$ cat config.mk
export PLATFORM = sky130hd
export DESIGN_NAME = scaler_request_sequencer_flat
export DESIGN_NICKNAME = d
export VERILOG_FILES = /design/src/rtl/scaler_pipeline_pkg.sv /design/src/rtl/scaler_request_sequencer_if.sv /design/src/rtl/scaler_chunk_credit_counter.sv /design/src/rtl/scaler_request_sequencer.sv /design/src/flat_wrapper.sv
export SDC_FILE = /design/constraint.sdc
export NUM_CORES = 1
export LEC_CHECK = 0
export CAP_MARGIN = 0
export CORE_ASPECT_RATIO = 0.6
export CORE_MARGIN = 2
export CORE_UTILIZATION = 40
export DETAILED_ROUTE_END_ITERATION = 10
export GPL_TIMING_DRIVEN = 0
export PLACE_DENSITY = 0.57
export RECOVER_POWER = 50
export SYNTH_ARGS = -nofsm -noshare
export SYNTH_HDL_FRONTEND = slang
export SYNTH_SLANG_ARGS = --single-unit
$ cat constraint.sdc
create_clock -name scalerClock -period 4 [get_ports scalerClock]
set_clock_uncertainty 0.05 [all_clocks]
set_input_delay 0.8 -clock scalerClock [delete_from_list [all_inputs] [get_ports scalerClock]]
set_output_delay 0.8 -clock scalerClock [all_outputs]
set_load 0.005 [all_outputs]
$ cat src/rtl/scaler_pipeline_pkg.sv
// Shared types and sizing for the aggregate scaler pipeline (crop, scale, stretch, pad).
// Contents: raster geometry widths, chunk/request widths, request pack/unpack helpers,
//           and the request sequencer FSM state encoding.
package scaler_pipeline_pkg;

  localparam int HACTIVE_BITS       = 11;
  localparam int VACTIVE_BITS       = 11;
  localparam int BITS_PER_PIXEL     = 16;
  localparam int DEFAULT_CHUNK_BITS = 5;

  // A row of up to 2^HACTIVE_BITS pixels holds 2^(HACTIVE_BITS-chunk_bits) chunks.
  function automatic int chunknum_bits(input int chunk_bits);
    return HACTIVE_BITS - chunk_bits;
  endfunction

  localparam int CHUNKNUM_BITS      = chunknum_bits(DEFAULT_CHUNK_BITS);
  localparam int REQUEST_BITS       = VACTIVE_BITS + CHUNKNUM_BITS;
  localparam int MAX_CHUNKS_PER_ROW = 1 << CHUNKNUM_BITS;

  typedef struct packed {
    logic [VACTIVE_BITS-1:0]  row;
    logic [CHUNKNUM_BITS-1:0] chunk;
  } request_t;

  typedef enum logic [1:0] {
    ST_IDLE  = 2'd0,
    ST_ISSUE = 2'd1,
    ST_DRAIN = 2'd2,
    ST_DONE  = 2'd3
  } seq_state_t;

  function automatic logic [REQUEST_BITS-1:0] pack_request(
    input logic [VACTIVE_BITS-1:0]  row,
    input logic [CHUNKNUM_BITS-1:0] chunk
  );
    request_t r;
    r.row   = row;
    r.chunk = chunk;
    return r;
  endfunction

  function automatic request_t unpack_request(input logic [REQUEST_BITS-1:0] bits);
    return request_t'(bits);
  endfunction

endpackage

$ cat src/rtl/scaler_request_sequencer_if.sv
// Request FIFO write port between the request sequencer and the scaler's downstream FIFO.
// Signals: requestFifoWriteEnable/requestFifoWriteData (sequencer -> FIFO),
//          requestFifoFull (FIFO -> sequencer, registered in the FIFO, almost-full-by-one).
interface scaler_request_sequencer_if;
  import scaler_pipeline_pkg::*;

  logic                    requestFifoWriteEnable;
  logic [REQUEST_BITS-1:0] requestFifoWriteData;
  logic                    requestFifoFull;

  modport master (
    output requestFifoWriteEnable,
    output requestFifoWriteData,
    input  requestFifoFull
  );

  modport slave (
    input  requestFifoWriteEnable,
    input  requestFifoWriteData,
    output requestFifoFull
  );

endinterface

$ cat src/rtl/scaler_chunk_credit_counter.sv
// Purpose: tracks requested-but-not-consumed chunks; a chunk is retired after CHUNK_SIZE consumes.
// Latency: outstanding updates on the edge after issue / final pixel consume.
// Backpressure: creditAvailable drops at MAX_OUTSTANDING; consumes with nothing outstanding are ignored.
// Ports: scalerClock, reset (async active-low), issue, pixelConsumed -> outstanding, creditAvailable.
module scaler_chunk_credit_counter #(
  parameter int CHUNK_BITS      = 5,
  parameter int MAX_OUTSTANDING = 4
) (
  input  logic       scalerClock,
  input  logic       reset,
  input  logic       issue,
  input  logic       pixelConsumed,
  output logic [3:0] outstanding,
  output logic       creditAvailable
);

  localparam logic [CHUNK_BITS-1:0] PIX_ONE = 1;
  localparam logic [3:0]            MAX_OUT = 4'(MAX_OUTSTANDING);

  logic [CHUNK_BITS-1:0] r_pix;
  logic [3:0]            r_out;
  logic                  w_take;
  logic                  w_wrap;

  // Stray consume strobes with no chunk in flight must not skew the pixel phase.
  assign w_take = pixelConsumed && (r_out != 4'd0);
  assign w_wrap = w_take && (r_pix == {CHUNK_BITS{1'b1}});

  always_ff @(posedge scalerClock or negedge reset) begin
    if (!reset) begin
      r_pix <= '0;
      r_out <= 4'd0;
    end else begin
      if (w_take) begin
        r_pix <= r_pix + PIX_ONE;
      end
      // Simultaneous issue and retire cancel out.
      case ({issue, w_wrap})
        2'b10:   r_out <= r_out + 4'd1;
        2'b01:   r_out <= r_out - 4'd1;
        default: r_out <= r_out;
      endcase
    end
  end

  assign outstanding     = r_out;
  assign creditAvailable = (r_out < MAX_OUT);

endmodule

$ cat src/rtl/scaler_request_sequencer.sv
// Purpose: issues (row, chunk) requests in raster order for one frame, credit-limited.
// Latency: first write 2 cycles after frameStart; empty frame gives frameDone 2 cycles after frameStart.
// Backpressure: no write decided in a cycle with requestFifoFull or with MAX_OUTSTANDING chunks in flight.
// Ports: scalerClock, reset (async active-low), frameStart/activeRows/activeChunks (frame config),
//        reqIf (request FIFO write port), pixelConsumed (consumer strobe), busy/frameDone/frameOverrun.
module scaler_request_sequencer
  import scaler_pipeline_pkg::*;
#(
  parameter int CHUNK_BITS      = DEFAULT_CHUNK_BITS,
  parameter int MAX_OUTSTANDING = 4
) (
  input  logic                     scalerClock,
  input  logic                     reset,
  input  logic                     frameStart,
  input  logic [VACTIVE_BITS-1:0]  activeRows,
  input  logic [CHUNKNUM_BITS:0]   activeChunks,
  scaler_request_sequencer_if.master reqIf,
  input  logic                     pixelConsumed,
  output logic                     busy,
  output logic                     frameDone,
  output logic                     frameOverrun
);

  seq_state_t                r_state,      w_state_nxt;
  logic [VACTIVE_BITS-1:0]   r_lat_rows,   w_lat_rows_nxt;
  logic [CHUNKNUM_BITS:0]    r_lat_chunks, w_lat_chunks_nxt;
  logic [VACTIVE_BITS-1:0]   r_row,        w_row_nxt;
  logic [CHUNKNUM_BITS-1:0]  r_chunk,      w_chunk_nxt;
  logic                      r_wr_en,      w_wr_en_nxt;
  logic [REQUEST_BITS-1:0]   r_wr_dat,     w_wr_dat_nxt;
  logic                      r_busy,       w_busy_nxt;
  logic                      r_done,       w_done_nxt;
  logic                      r_overrun,    w_overrun_nxt;

  logic       w_issue;
  logic       w_credit;
  logic [3:0] w_outstanding;
  logic       w_last_chunk;
  logic       w_last_row;

  scaler_chunk_credit_counter #(
    .CHUNK_BITS      (CHUNK_BITS),
    .MAX_OUTSTANDING (MAX_OUTSTANDING)
  ) u_credit (
    .scalerClock     (scalerClock),
    .reset           (reset),
    .issue           (w_issue),
    .pixelConsumed   (pixelConsumed),
    .outstanding     (w_outstanding),
    .creditAvailable (w_credit)
  );

  // Full is already registered in the FIFO and leaves one slot of slack, so it gates directly.
  assign w_issue      = (r_state == ST_ISSUE) && !reqIf.requestFifoFull && w_credit;
  assign w_last_chunk = ({1'b0, r_chunk} == (r_lat_chunks - 7'd1));
  assign w_last_row   = (r_row == (r_lat_rows - 11'd1));

  always_comb begin
    w_state_nxt      = r_state;
    w_lat_rows_nxt   = r_lat_rows;
    w_lat_chunks_nxt = r_lat_chunks;
    w_row_nxt        = r_row;
    w_chunk_nxt      = r_chunk;
    w_wr_en_nxt      = 1'b0;
    w_wr_dat_nxt     = r_wr_dat;
    w_busy_nxt       = r_busy;
    w_done_nxt       = 1'b0;
    // busy stays high through the frameDone cycle, so a start landing there is also an overrun.
    w_overrun_nxt    = frameStart && (r_busy || (r_state != ST_IDLE));

    case (r_state)
      ST_IDLE: begin
        // First IDLE cycle after DONE: busy falls together with frameDone.
        if (r_busy) begin
          w_busy_nxt = 1'b0;
        end else if (frameStart) begin
          w_lat_rows_nxt   = activeRows;
          w_lat_chunks_nxt = activeChunks;
          w_row_nxt        = '0;
          w_chunk_nxt      = '0;
          w_busy_nxt       = 1'b1;
          if ((activeRows == '0) || (activeChunks == '0)) begin
            w_state_nxt = ST_DONE;
          end else begin
            w_state_nxt = ST_ISSUE;
          end
        end
      end

      ST_ISSUE: begin
        if (w_issue) begin
          w_wr_en_nxt  = 1'b1;
          w_wr_dat_nxt = pack_request(r_row, r_chunk);
          if (w_last_chunk) begin
            w_chunk_nxt = '0;
            if (w_last_row) begin
              w_state_nxt = ST_DRAIN;
            end else begin
              w_row_nxt = r_row + 11'd1;
            end
          end else begin
            w_chunk_nxt = r_chunk + 6'd1;
          end
        end
      end

      ST_DRAIN: begin
        if (w_outstanding == 4'd0) begin
          w_state_nxt = ST_DONE;
        end
      end

      ST_DONE: begin
        w_done_nxt  = 1'b1;
        w_state_nxt = ST_IDLE;
      end

      default: begin
        w_state_nxt = ST_IDLE;
      end
    endcase
  end

  always_ff @(posedge scalerClock or negedge reset) begin
    if (!reset) begin
      r_state      <= ST_IDLE;
      r_lat_rows   <= '0;
      r_lat_chunks <= '0;
      r_row        <= '0;
      r_chunk      <= '0;
      r_wr_en      <= 1'b0;
      r_wr_dat     <= '0;
      r_busy       <= 1'b0;
      r_done       <= 1'b0;
      r_overrun    <= 1'b0;
    end else begin
      r_state      <= w_state_nxt;
      r_lat_rows   <= w_lat_rows_nxt;
      r_lat_chunks <= w_lat_chunks_nxt;
      r_row        <= w_row_nxt;
      r_chunk      <= w_chunk_nxt;
      r_wr_en      <= w_wr_en_nxt;
      r_wr_dat     <= w_wr_dat_nxt;
      r_busy       <= w_busy_nxt;
      r_done       <= w_done_nxt;
      r_overrun    <= w_overrun_nxt;
    end
  end

  assign reqIf.requestFifoWriteEnable = r_wr_en;
  assign reqIf.requestFifoWriteData   = r_wr_dat;
  assign busy                         = r_busy;
  assign frameDone                    = r_done;
  assign frameOverrun                 = r_overrun;

endmodule

$ cat src/flat_wrapper.sv
// flat-port wrapper written by rule: the top's interface ports become plain ports
module scaler_request_sequencer_flat import scaler_pipeline_pkg::*;
#(
  parameter int CHUNK_BITS      = DEFAULT_CHUNK_BITS,
  parameter int MAX_OUTSTANDING = 4
)
  (scalerClock, reset, frameStart, activeRows, activeChunks, pixelConsumed, busy, frameDone, frameOverrun, reqIf_requestFifoWriteEnable, reqIf_requestFifoWriteData, reqIf_requestFifoFull);
  scaler_request_sequencer_if reqIf_i ();
  input  logic scalerClock;
  input  logic reset;
  input  logic frameStart;
  input  logic [VACTIVE_BITS-1:0] activeRows;
  input  logic [CHUNKNUM_BITS:0] activeChunks;
  input  logic pixelConsumed;
  output logic busy;
  output logic frameDone;
  output logic frameOverrun;
  output wire logic [$bits(reqIf_i.requestFifoWriteEnable)-1:0] reqIf_requestFifoWriteEnable;
  output wire logic [$bits(reqIf_i.requestFifoWriteData)-1:0] reqIf_requestFifoWriteData;
  input wire logic [$bits(reqIf_i.requestFifoFull)-1:0] reqIf_requestFifoFull;
  assign reqIf_requestFifoWriteEnable = reqIf_i.requestFifoWriteEnable;
  assign reqIf_requestFifoWriteData = reqIf_i.requestFifoWriteData;
  assign reqIf_i.requestFifoFull = reqIf_requestFifoFull;
  scaler_request_sequencer #(.CHUNK_BITS(CHUNK_BITS), .MAX_OUTSTANDING(MAX_OUTSTANDING)) u_core (.scalerClock(scalerClock), .reset(reset), .frameStart(frameStart), .activeRows(activeRows), .activeChunks(activeChunks), .reqIf(reqIf_i), .pixelConsumed(pixelConsumed), .busy(busy), .frameDone(frameDone), .frameOverrun(frameOverrun));
endmodule
Word level (Yosys, flattened, before mapping)
Index checks and enable logic that the tools add are counted.
- $add $sub $neg: 7
- magnitude comparators: 1
- eq/ne operators: 15
- mux-type cells: 25
- bitwise gates (word level): 1
- reductions and logical operators: 21
- operator list (cell ; count):
    2-to-1 mux 11 bit ; 5
    2-to-1 mux 6 bit ; 4
    case mux 11 bit (2 select lines) ; 1
    2-to-1 mux 2 bit ; 7
    case mux 6 bit (2 select lines) ; 1
    AND reduction 6 bit ; 2
    adder 11 x 1 -> 11 bit, second input constant ; 1
    == test 11 bit ; 1
    zero test 11 bit ; 1
    subtractor 11 x 1 -> 11 bit, second input constant ; 1
    inequality test 2 bit, second input constant ; 4
    case mux 2 bit (4 select lines) ; 1
    case mux 4 bit (2 select lines) ; 1
    == test 6 x 7 -> 1 bit ; 1
    zero test 7 bit ; 1
    subtractor 7 x 1 -> 7 bit, second input constant ; 1
    adder 6 x 1 -> 6 bit, second input constant ; 1
    == test 2 bit, second input constant ; 3
    inequality test 2 x 1 -> 1 bit, second input constant ; 3
    nonzero test 2 bit ; 3
    adder 5 x 1 -> 5 bit, second input constant ; 1
    == test 5 bit, second input constant ; 1
    logical AND 1 bit ; 5
    2-to-1 mux 1 bit ; 5
    13 further kinds ; 15
- register bits after elaboration: 67
- input bits: 23
- output and inout bits: 21
- logic and storage cells: 82

Depth between registers and ports, before layout
Gate-level depths: netlist of run 1.
- depth in word-level cells: 6
- gate-level depth with buffers: 13
- gate-level depth less buffers: 11

Hierarchy
A second synthesis of run 1 with hierarchy kept.
- cell total of the unflattened synthesis: 405
- area, all modules: 3858.7 um2
- modules (own cells, without submodules) (module ; times used ; cells an instance ; area each (um2) ; sequential area each (um2)):
    scaler_request_sequencer ; 1 ; 351 ; 3290.7 ; 1451.4
    scaler_chunk_credit_counter ; 1 ; 54 ; 568.0 ; 225.2

Worst setup path after synthesis of run 1
No wires, ideal clock.
- path type: in2reg
- start point: input port reqIf_requestFifoFull
- end point: register u_core.u_credit.r_out[3], in the netlist u_core.u_credit.outstanding[3]
- library setup time: 0.125 ns
- arrival: 2.765 ns
- required time: 3.825 ns
- setup slack: 1.060 ns
- stages on the path: 10
- buffers on the path: 2
- cell sequence: or4_1 > buf_4 > clkbuf_1 > ha_1 > ha_1 > a21o_1 > a21oi_1 > xnor2_1 > nor2_1 > xor2_1
- cells in the longest elaborated chain, start to end: 5
- elaborated cells between the ends (all ways): 7
- those cells by class: eq/ne (2); mux (1); reduce/logical (4)
- RTL lines (item ; RTL line ; source):
    start: declaration ; flat_wrapper.sv:20 ; input wire logic [$bits(reqIf_i.requestFifoFull)-1:0] reqIf_requestFifoFull;
    zero test 1 bit * ; scaler_request_sequencer.sv:54 ; assign w_issue = (r_state == ST_ISSUE) && !reqIf.requestFifoFull && w_credit;
    logical AND 1 bit * (2 in a row) ; scaler_request_sequencer.sv:54 ;
    == test 2 x 1 -> 1 bit / == test 2 bit (equally long branches) ; scaler_chunk_credit_counter.sv:38 ; case ({issue, w_wrap})
    case mux 4 bit (2 select lines) / nonzero test 2 bit (equally long branches) ; n/a ;
    end signal: assignment ; scaler_chunk_credit_counter.sv:39 ; 2'b10: r_out <= r_out + 4'd1;
    end signal: assignment ; scaler_chunk_credit_counter.sv:40 ; 2'b01: r_out <= r_out - 4'd1;
    end signal: assignment ; scaler_chunk_credit_counter.sv:41 ; default: r_out <= r_out;
    end: declaration ; scaler_chunk_credit_counter.sv:21 ; logic [3:0] r_out;
Mark *: on every way between the ends. The rest lies on a longest branch, timed or not.
A chain may end at the register's enable or synchronous reset.

Worst setup path in the final report of run 1
- start point: input port reqIf_requestFifoFull
- end point: register u_core.r_row[9]
- cells in the longest elaborated chain, start to end: 5
- RTL lines (item ; RTL line ; source):
    zero test 1 bit ; scaler_request_sequencer.sv:54 ;
    logical AND 1 bit (2 in a row) ; scaler_request_sequencer.sv:54 ;
    inequality test 2 bit (no line) ; n/a ;
    AND reduction 6 bit (no line) ; n/a ;
    end signal: assignment ; scaler_request_sequencer.sv:140 ; r_row <= w_row_nxt;
    end: declaration ; scaler_request_sequencer.sv:27 ; logic [VACTIVE_BITS-1:0] r_row, w_row_nxt;
No other way between the ends.

==> run_results.csv, run 1 <==
group,metric,value,unit
status,status,"finished, violations left",
status,violations,"capacitance limit, slew limit",
placed_design,dp_hpwl,6500,um
sta,finalWorstSetupSlack,774,ps
drt,initialDrtViolationCount,201,
sta,final_max_slew_viol_count,68,
min_path,hp-class,"reg2reg",
layout,fin_cells,561,
placed_design,placed_cell_area,4270,um2
logic_synthesis,ys_seq_elements,67,
layout,postLayoutCellArea,4580,um2
worst_setup_path,r2r_end,"u_core.r_row[9]$_DFFE_PN0P_",
worst_setup_path,rrSetupSlack,800,ps
clock_network,cts-root-buf,"clkbuf_16",
drt,ant_nets,0,
worst_setup_path,critPathMaxStageDelay,490,ps
placed_design,dpl.cell_count,545,
logic_synthesis,yosysTopAreaCell,"dfrtp_1",
drt,routedWlPerCell,15.5,um
worst_setup_path,crit_path_max_fanout,10,
power_and_ir_drop,p_leak,2.04,nW
worst_setup_path,crit_family,"compound AO/OA/AOI/OAI gates",
worst_setup_path,critPathRequiredTime,4150,ps
layout,num_antenna_cells,0,
worst_setup_path,cp_cell_sequence,"clkdlybuf4s50_1 -> or4_1 -> buf_4 -> inv_2 -> o21ai_1 -> a2111o_1 -> buf_2 -> a31oi_1 -> a41o_1 -> a21oi_1",
die,io_pins,44,
grt,grt_pass1_wl,14800,um
clock_network,ctsResizeCount,0,
layout,final_nets,477,
logic_synthesis,ys_seq_area_share,45.4,%
layout,area_growth,24.1,%
power_and_ir_drop,p_total,3.29,mW
clock_network,clock_path_buffers,2,
logic_synthesis,synthArstFlopShare,100,%
logic_synthesis,syn_area,3690,um2
placed_design,post-place-ws,430,ps
placed_design,port_buffers,43,
logic_synthesis,synthTopCellsByArea,"dfrtp_1, nand2_1, mux2_2, ha_1, xor2_1",
layout,drive_gt1_share,10.6,%
clock_network,cts_setup_buffers,0,
layout,postLayoutCoreUtil,50.6,%
grt,grt_overflow,0,
clock_network,h-tree-depth,3,
grt,grt_max_degree,68,
sta,fin_crit_sh,80.7,%
power_and_ir_drop,ir_drop,0.380,mV
sta,worst_pin_slew,1670,ps
sta,hold_viol_final,0,
die,row_count,27,
worst_setup_path,r2r_start,"u_core.r_state[1]$_DFFE_PN0P_",
sta,rsz0062_at_grt,"false",
die,die-area,10000,um2
drt,drt_first_pass_iters,5,
logic_synthesis,synth_edf_count,0,
clock_network,tritoncts.num_buffers,9,
grt,grt_usage,19.3,%
logic_synthesis,synth_top_cell_area_share,45.4,%
clock_network,path_clk_slew,60,ps
worst_setup_path,endpoint_kind,"flip-flop",
drt,wl,8670,um
die,start_util,40.8,%
clock_network,clk_latency,330,ps
logic_synthesis,syn-num-nets,423,
sta,fin_crit,3230,ps
layout,fill_cells,855,
placed_design,place.gp.congestion,0.793,
clock_network,cts_tree,"yes",
sta,max_freq,310,MHz
job,cap_violations,1,
logic_synthesis,syn_avg_cell_area,9.57,um2
worst_setup_path,worst_ep_arrival_time,3380,ps
min_path,hp-start,"u_core.reqIf.requestFifoWriteData[4]$_DFFE_PN0P_",
die,core,9050,um2
logic_synthesis,ys.flop_type,"dfrtp_1",
clock_network,cts_sinks,67,
grt,antenna_found_initial,0,
grt,grt_pass1_vias,2816,
die,fp.dieW,128,um
die,die_height,78.4,um
power_and_ir_drop,p_per_area,718,nW/um2
sta,tns,0,ps
logic_synthesis,synthDistinctLibCells,55,
drt,drc,0,
logic_synthesis,synthCells,386,
sta,finalSetupViolations,0,
min_path,hold_path_end,"u_core.reqIf.requestFifoWriteData[4]$_DFFE_PN0P_",
worst_setup_path,crit_buf_inv,4,
sta,slew_headroom,-11.6,%
min_path,min_path_cells,2,
clock_network,postCtsHoldBufs,0,
logic_synthesis,ys_warn_count,0,
worst_setup_path,path_class,"in2reg",
worst_setup_path,cp-start-kind,"primary input",
worst_setup_path,slowest_stage,"or4_1",
drt,vias,2987,
drt,avgViaCountPerCell,5.32,
sta,holdWs,424,ps
worst_setup_path,worst_r2r_path_depth,12,
==> layout by cell type, fill, tap and decap left out, drive strengths merged, types with 7 or more instances in the layout <==
cell type	n
xnor2	11
dfrtp	67
nor4	9
xor2	12
clkbuf	22
nor2	14
nand2	63
and2	7
inv	28
nor3	13
o21ai	21
clkdlybuf4s50	39
nand3	12
a21oi	10
ha	13
mux2	20
==> worst reg2reg max path, cell delays in order, from the launching register on <==
cell and delay (ps):
dfrtp_1 410, inv_1 90, ha_1 230, inv_2 90
or4_1 510, buf_4 190, inv_2 80, o21ai_1 90
a2111o_1 480, buf_2 200, a31oi_1 360, a41o_1 230
a21oi_1 60
==> cell type report <==
type                       count  area, um2  area share (%)
tap                          116        145            3.17
inverter                      27        101            2.21
clock buffer                  10        229            5.00
buffer                        15       63.8            1.39
multi-input combinational    277       1850            40.4
clock inverter                 6       88.8            1.94
sequential                    67       1680            36.6
timing repair buffer          43        425            9.29
==> synthesized netlist by cell type, types with 6 or more instances <==
master / instances
dfrtp_1: 67
nand2_1: 63
inv_1: 25
mux2_2: 20
o21ai_0: 20
nor2_1: 14
ha_1: 13
nor3_1: 13
nand3_1: 12
xor2_1: 12
clkbuf_1: 11
xnor2_1: 11
a21oi_1: 10
nor4_1: 9
and2_1: 6
nor2b_1: 6
==> worst max path at each step <==
| stage | start | to | slack (ps) | cells past startpoint |
|---|---|---|---|---|
| finish | reqIf_requestFifoFull | u_core.r_row[9]$_DFFE_PN0P_ | 770 | 10 |
| global route | u_core.r_state[1]$_DFFE_PN0P_ | u_core.u_credit.outstanding[3]$_DFFE_PN0P_ | 580 | 13 |
| CTS | reqIf_requestFifoFull | u_core.u_credit.outstanding[3]$_DFFE_PN0P_ | 780 | 11 |
| detailed placement | reqIf_requestFifoFull | u_core.u_credit.outstanding[3]$_DFFE_PN0P_ | 430 | 11 |
| global placement | reset | u_core.reqIf.requestFifoWriteData[8]$_DFFE_PN0P_ | -300 | 1 |
| floorplan | reqIf_requestFifoFull | u_core.u_credit.outstanding[3]$_DFFE_PN0P_ | 1060 | 10 |
==> cell families (layout without fill, tap and decap cells) <==
kind of cell    count (synthesis)  count (layout)  share of synthesized area, %
fa+ha+maj                      14              14                          4.95
buf+inv                        42             101                          4.47
mux                            21              21                          6.37
flops                          67              67                          45.4
simple gates                  153             153                          20.5
xor+xnor                       23              23                          5.46
compound gates                 66              66                          12.9
==> where the power goes <==
part / internal (mW) / switching (mW)
Clock: 0.546 / 0.299
Sequential: 0.923 / 0.248
Combinational: 0.617 / 0.654
==> layer usage <==
metal	vias up	track usage [%]	wire length [um]
met4	0	6.26	108
li1	1481	-	-
met1	1423	30.7	4870
met2	75	24.9	3260
met5	-	0	0
met3	8	4.57	427
==> registers in the layout, summed over array words and instances, names as in the netlist <==
name / count
u_core.u_credit.r_pix: 5
u_core.r_row: 11
u_core.r_lat_chunks: 7
u_core.r_lat_rows: 11
u_core.reqIf.requestFifoWriteData: 17
u_core.r_chunk: 6
u_core.reqIf.requestFifoWriteEnable: 1
u_core.frameOverrun: 1
u_core.frameDone: 1
u_core.r_state: 2
u_core.busy: 1
u_core.u_credit.outstanding: 4
(Power assumes the default switching activity.)
==> run 2: changes to the inputs <==
--- a/config.mk
+++ b/config.mk
@@ -11,7 +11,7 @@
 export CORE_UTILIZATION = 40
 export DETAILED_ROUTE_END_ITERATION = 10
 export GPL_TIMING_DRIVEN = 0
-export PLACE_DENSITY = 0.57
+export PLACE_DENSITY = 0.6
 export RECOVER_POWER = 50
 export SYNTH_ARGS = -nofsm -noshare
 export SYNTH_HDL_FRONTEND = slang
==> constraint.sdc (replaced) <==
create_clock -name scalerClock -period 2.66 [get_ports scalerClock]
set_clock_uncertainty 0.05 [all_clocks]
set_input_delay 0.532 -clock scalerClock [delete_from_list [all_inputs] [get_ports scalerClock]]
set_output_delay 0.532 -clock scalerClock [all_outputs]
set_load 0.005 [all_outputs]
==> run 2 against run 1 <==
The flow finishes with violations (capacitance limit, slew limit, setup timing). Sequential cell count unchanged. Via count rose by 2.1%. Wire length grew 4.7%. Sequential share of layout area is 2.3 points lower. Final cell count grew 2.0%. Setup slack got worse by 820 ps. Critical path type is now reg2reg. Largest cell class unchanged.
==> run_results.csv, run 2 (synthesized netlist as in run 1, its figures left out) <==
group,metric,value,unit
status,status,"finished, violations left",
status,violations,"capacitance limit, slew limit, setup timing",
die,row_count,27,
clock_network,h-tree-depth,3,
layout,fill_cells,820,
layout,multiInputGateArea,1960,um2
layout,drive_gt1_share,18.0,%
drt,drt_first_pass_iters,4,
clock_network,clock_path_buffers,2,
sta,rsz0062_at_grt,"true",
power_and_ir_drop,p_per_area,1120,nW/um2
layout,num_antenna_cells,0,
sta,final_max_slew_viol_count,68,
sta,holdWs,422,ps
layout,fin_cells,572,
drt,initialDrtViolationCount,136,
min_path,hp-class,"reg2reg",
worst_setup_path,worst_r2r_path_depth,11,
die,start_util,40.8,%
worst_setup_path,worst_ep_arrival_time,2920,ps
die,fp.dieW,128,um
clock_network,tritoncts.num_buffers,9,
clock_network,cts-root-buf,"clkbuf_16",
drt,avgViaCountPerCell,5.33,
worst_setup_path,cp_cell_sequence,"inv_2 -> ha_4 -> inv_6 -> or4_4 -> inv_2 -> o21ai_2 -> a2111o_1 -> a311oi_4 -> buf_12 -> nand4_1 -> a21oi_2",
placed_design,place.gp.congestion,0.796,
grt,grt_pass1_wl,14800,um
die,core,9050,um2
clock_network,path_clk_slew,60,ps
min_path,hp-start,"u_core.reqIf.requestFifoWriteData[10]$_DFFE_PN0P_",
worst_setup_path,crit_path_max_fanout,5,
grt,grt_max_degree,68,
grt,grt_pass1_vias,2836,
sta,worst_pin_slew,1690,ps
drt,ant_nets,0,
layout,area_growth,32.6,%
layout,layout_commonest_cell,"dfrtp_1",
min_path,min_path_cells,2,
sta,max_freq,369,MHz
sta,fin_crit,2710,ps
clock_network,clk_latency,340,ps
power_and_ir_drop,p_leak,2.15,nW
worst_setup_path,startpoint,"u_core.r_state[1]$_DFFE_PN0P_",
worst_setup_path,cp-start-kind,"flip-flop",
die,die-area,10000,um2
worst_setup_path,path_class,"reg2reg",
grt,grt_usage,19.3,%
drt,routedWlPerCell,15.9,um
worst_setup_path,endpoint_kind,"flip-flop",
clock_network,cts_tree,"yes",
sta,finalWorstSetupSlack,-47.4,ps
grt,grt_overflow,0,
sta,fin_crit_sh,102,%
layout,final_nets,488,
worst_setup_path,crit_buf_inv,4,
worst_setup_path,crit_family,"compound AO/OA/AOI/OAI gates",
placed_design,dpl.cell_count,545,
layout,final_cell_mix,"dfrtp_1, nand2_1, clkdlybuf4s50_1, inv_1",
placed_design,dp_hpwl,6360,um
drt,vias,3050,
drt,drc,0,
sta,finalSetupViolations,4,
worst_setup_path,critPathMaxStageDelay,560,ps
job,cap_violations,1,
placed_design,post-place-ws,-426,ps
grt,antenna_found_initial,0,
clock_network,cts_sinks,67,
sta,slew_headroom,-12.4,%
power_and_ir_drop,ir_drop,0.477,mV
worst_setup_path,slowest_stage,"or4_4",
placed_design,port_buffers,43,
worst_setup_path,r2r_start,"u_core.r_state[1]$_DFFE_PN0P_",
drt,wl,9080,um
die,die_height,78.4,um
worst_setup_path,critPathRequiredTime,2870,ps
worst_setup_path,path_common_cell,"inv_2",
layout,area.sequential,1680,um2
worst_setup_path,path_depth,11,
sta,hold_viol_final,0,
die,io_pins,44,
layout,largest_reg_flops,17,
-- run 2: changes by cell type in the layout (fill, tap and decap cells not counted), moves of 3 or more --
| cell | change |
|---|---|
| buf_4 | +11 |
| clkbuf_1 | -4 |
| a21oi_1 | -3 |
| a21oi_2 | +3 |
| clkdlybuf4s50_1 | +3 |
| dlygate4sd3_1 | -3 |
| ha_1 | -3 |
| inv_1 | -3 |
-- run 2: worst paths after layout --
| path | end | slack (ps) |
|---|---|---|
| setup / recovery | u_core.r_row[4]$_DFFE_PN0P_ | -50 |
| hold / removal | u_core.reqIf.requestFifoWriteData[10]$_DFFE_PN0P_ | 420 |
| setup reg to reg | u_core.r_row[4]$_DFFE_PN0P_ | -50 |
| hold reg to reg | u_core.reqIf.requestFifoWriteData[10]$_DFFE_PN0P_ | 420 |
| max in group asynchronous | u_core.r_lat_rows[3]$_DFFE_PN0P_ | 840 |
| min in group asynchronous | u_core.u_credit.r_pix[2]$_DFFE_PN0P_ | 570 |
-- run 2: repair_timing --
action,CTS,global route
pin swaps,13,5
setup buffers,12,1
hold buffers,0,0
cloned,1,0
endpoints found under the hold margin,0,0
endpoints found under the setup margin,18,13
gates resized for setup,21,9
-- run 2: layer usage --
layer  share of wire [%]  GRT usage [%]  vias up
li1                    -              -     1504
met3                 5.4           5.66       16
met5                   0              0        -
met1                  54           29.7     1447
met2                  39           25.6       83
met4                 1.4           6.37        0
-- run 2: area by class of cell --
class | instances | share of cell area [%]
plain buffers | 12 | 1.28
clock buffers | 10 | 4.68
clock inverters | 6 | 2.81
inverters | 27 | 2.17
multi-input cells | 277 | 40.1
flip-flops and latches | 67 | 34.3
well taps | 116 | 2.96
repair buffers | 57 | 11.7
-- run 2: stage by stage --
step	instance area (um2)	power, mW	utilization (%)	TNS (ps)
finish	4900	5.46	54.1	-74.3
global route	4900	5.84	54.1	-777
CTS	4880	5.45	53.9	-340
detailed placement	4300	3.73	47.5	-5070
global placement	4300	3.64	47.5	-93190
floorplan	3720	3.02	-	-36.9
-- run 2: power by group --
| part | internal, mW | switching [mW] |
|---|---|---|
| clock | 1.01 | 0.465 |
| combinational | 1.11 | 1.07 |
| sequential | 1.39 | 0.410 |
-- run 2: worst min-delay path: stages, from the launching register on --
cell	delay (ps)
dfrtp_1	340
nand2_1	40
o21ai_0	50
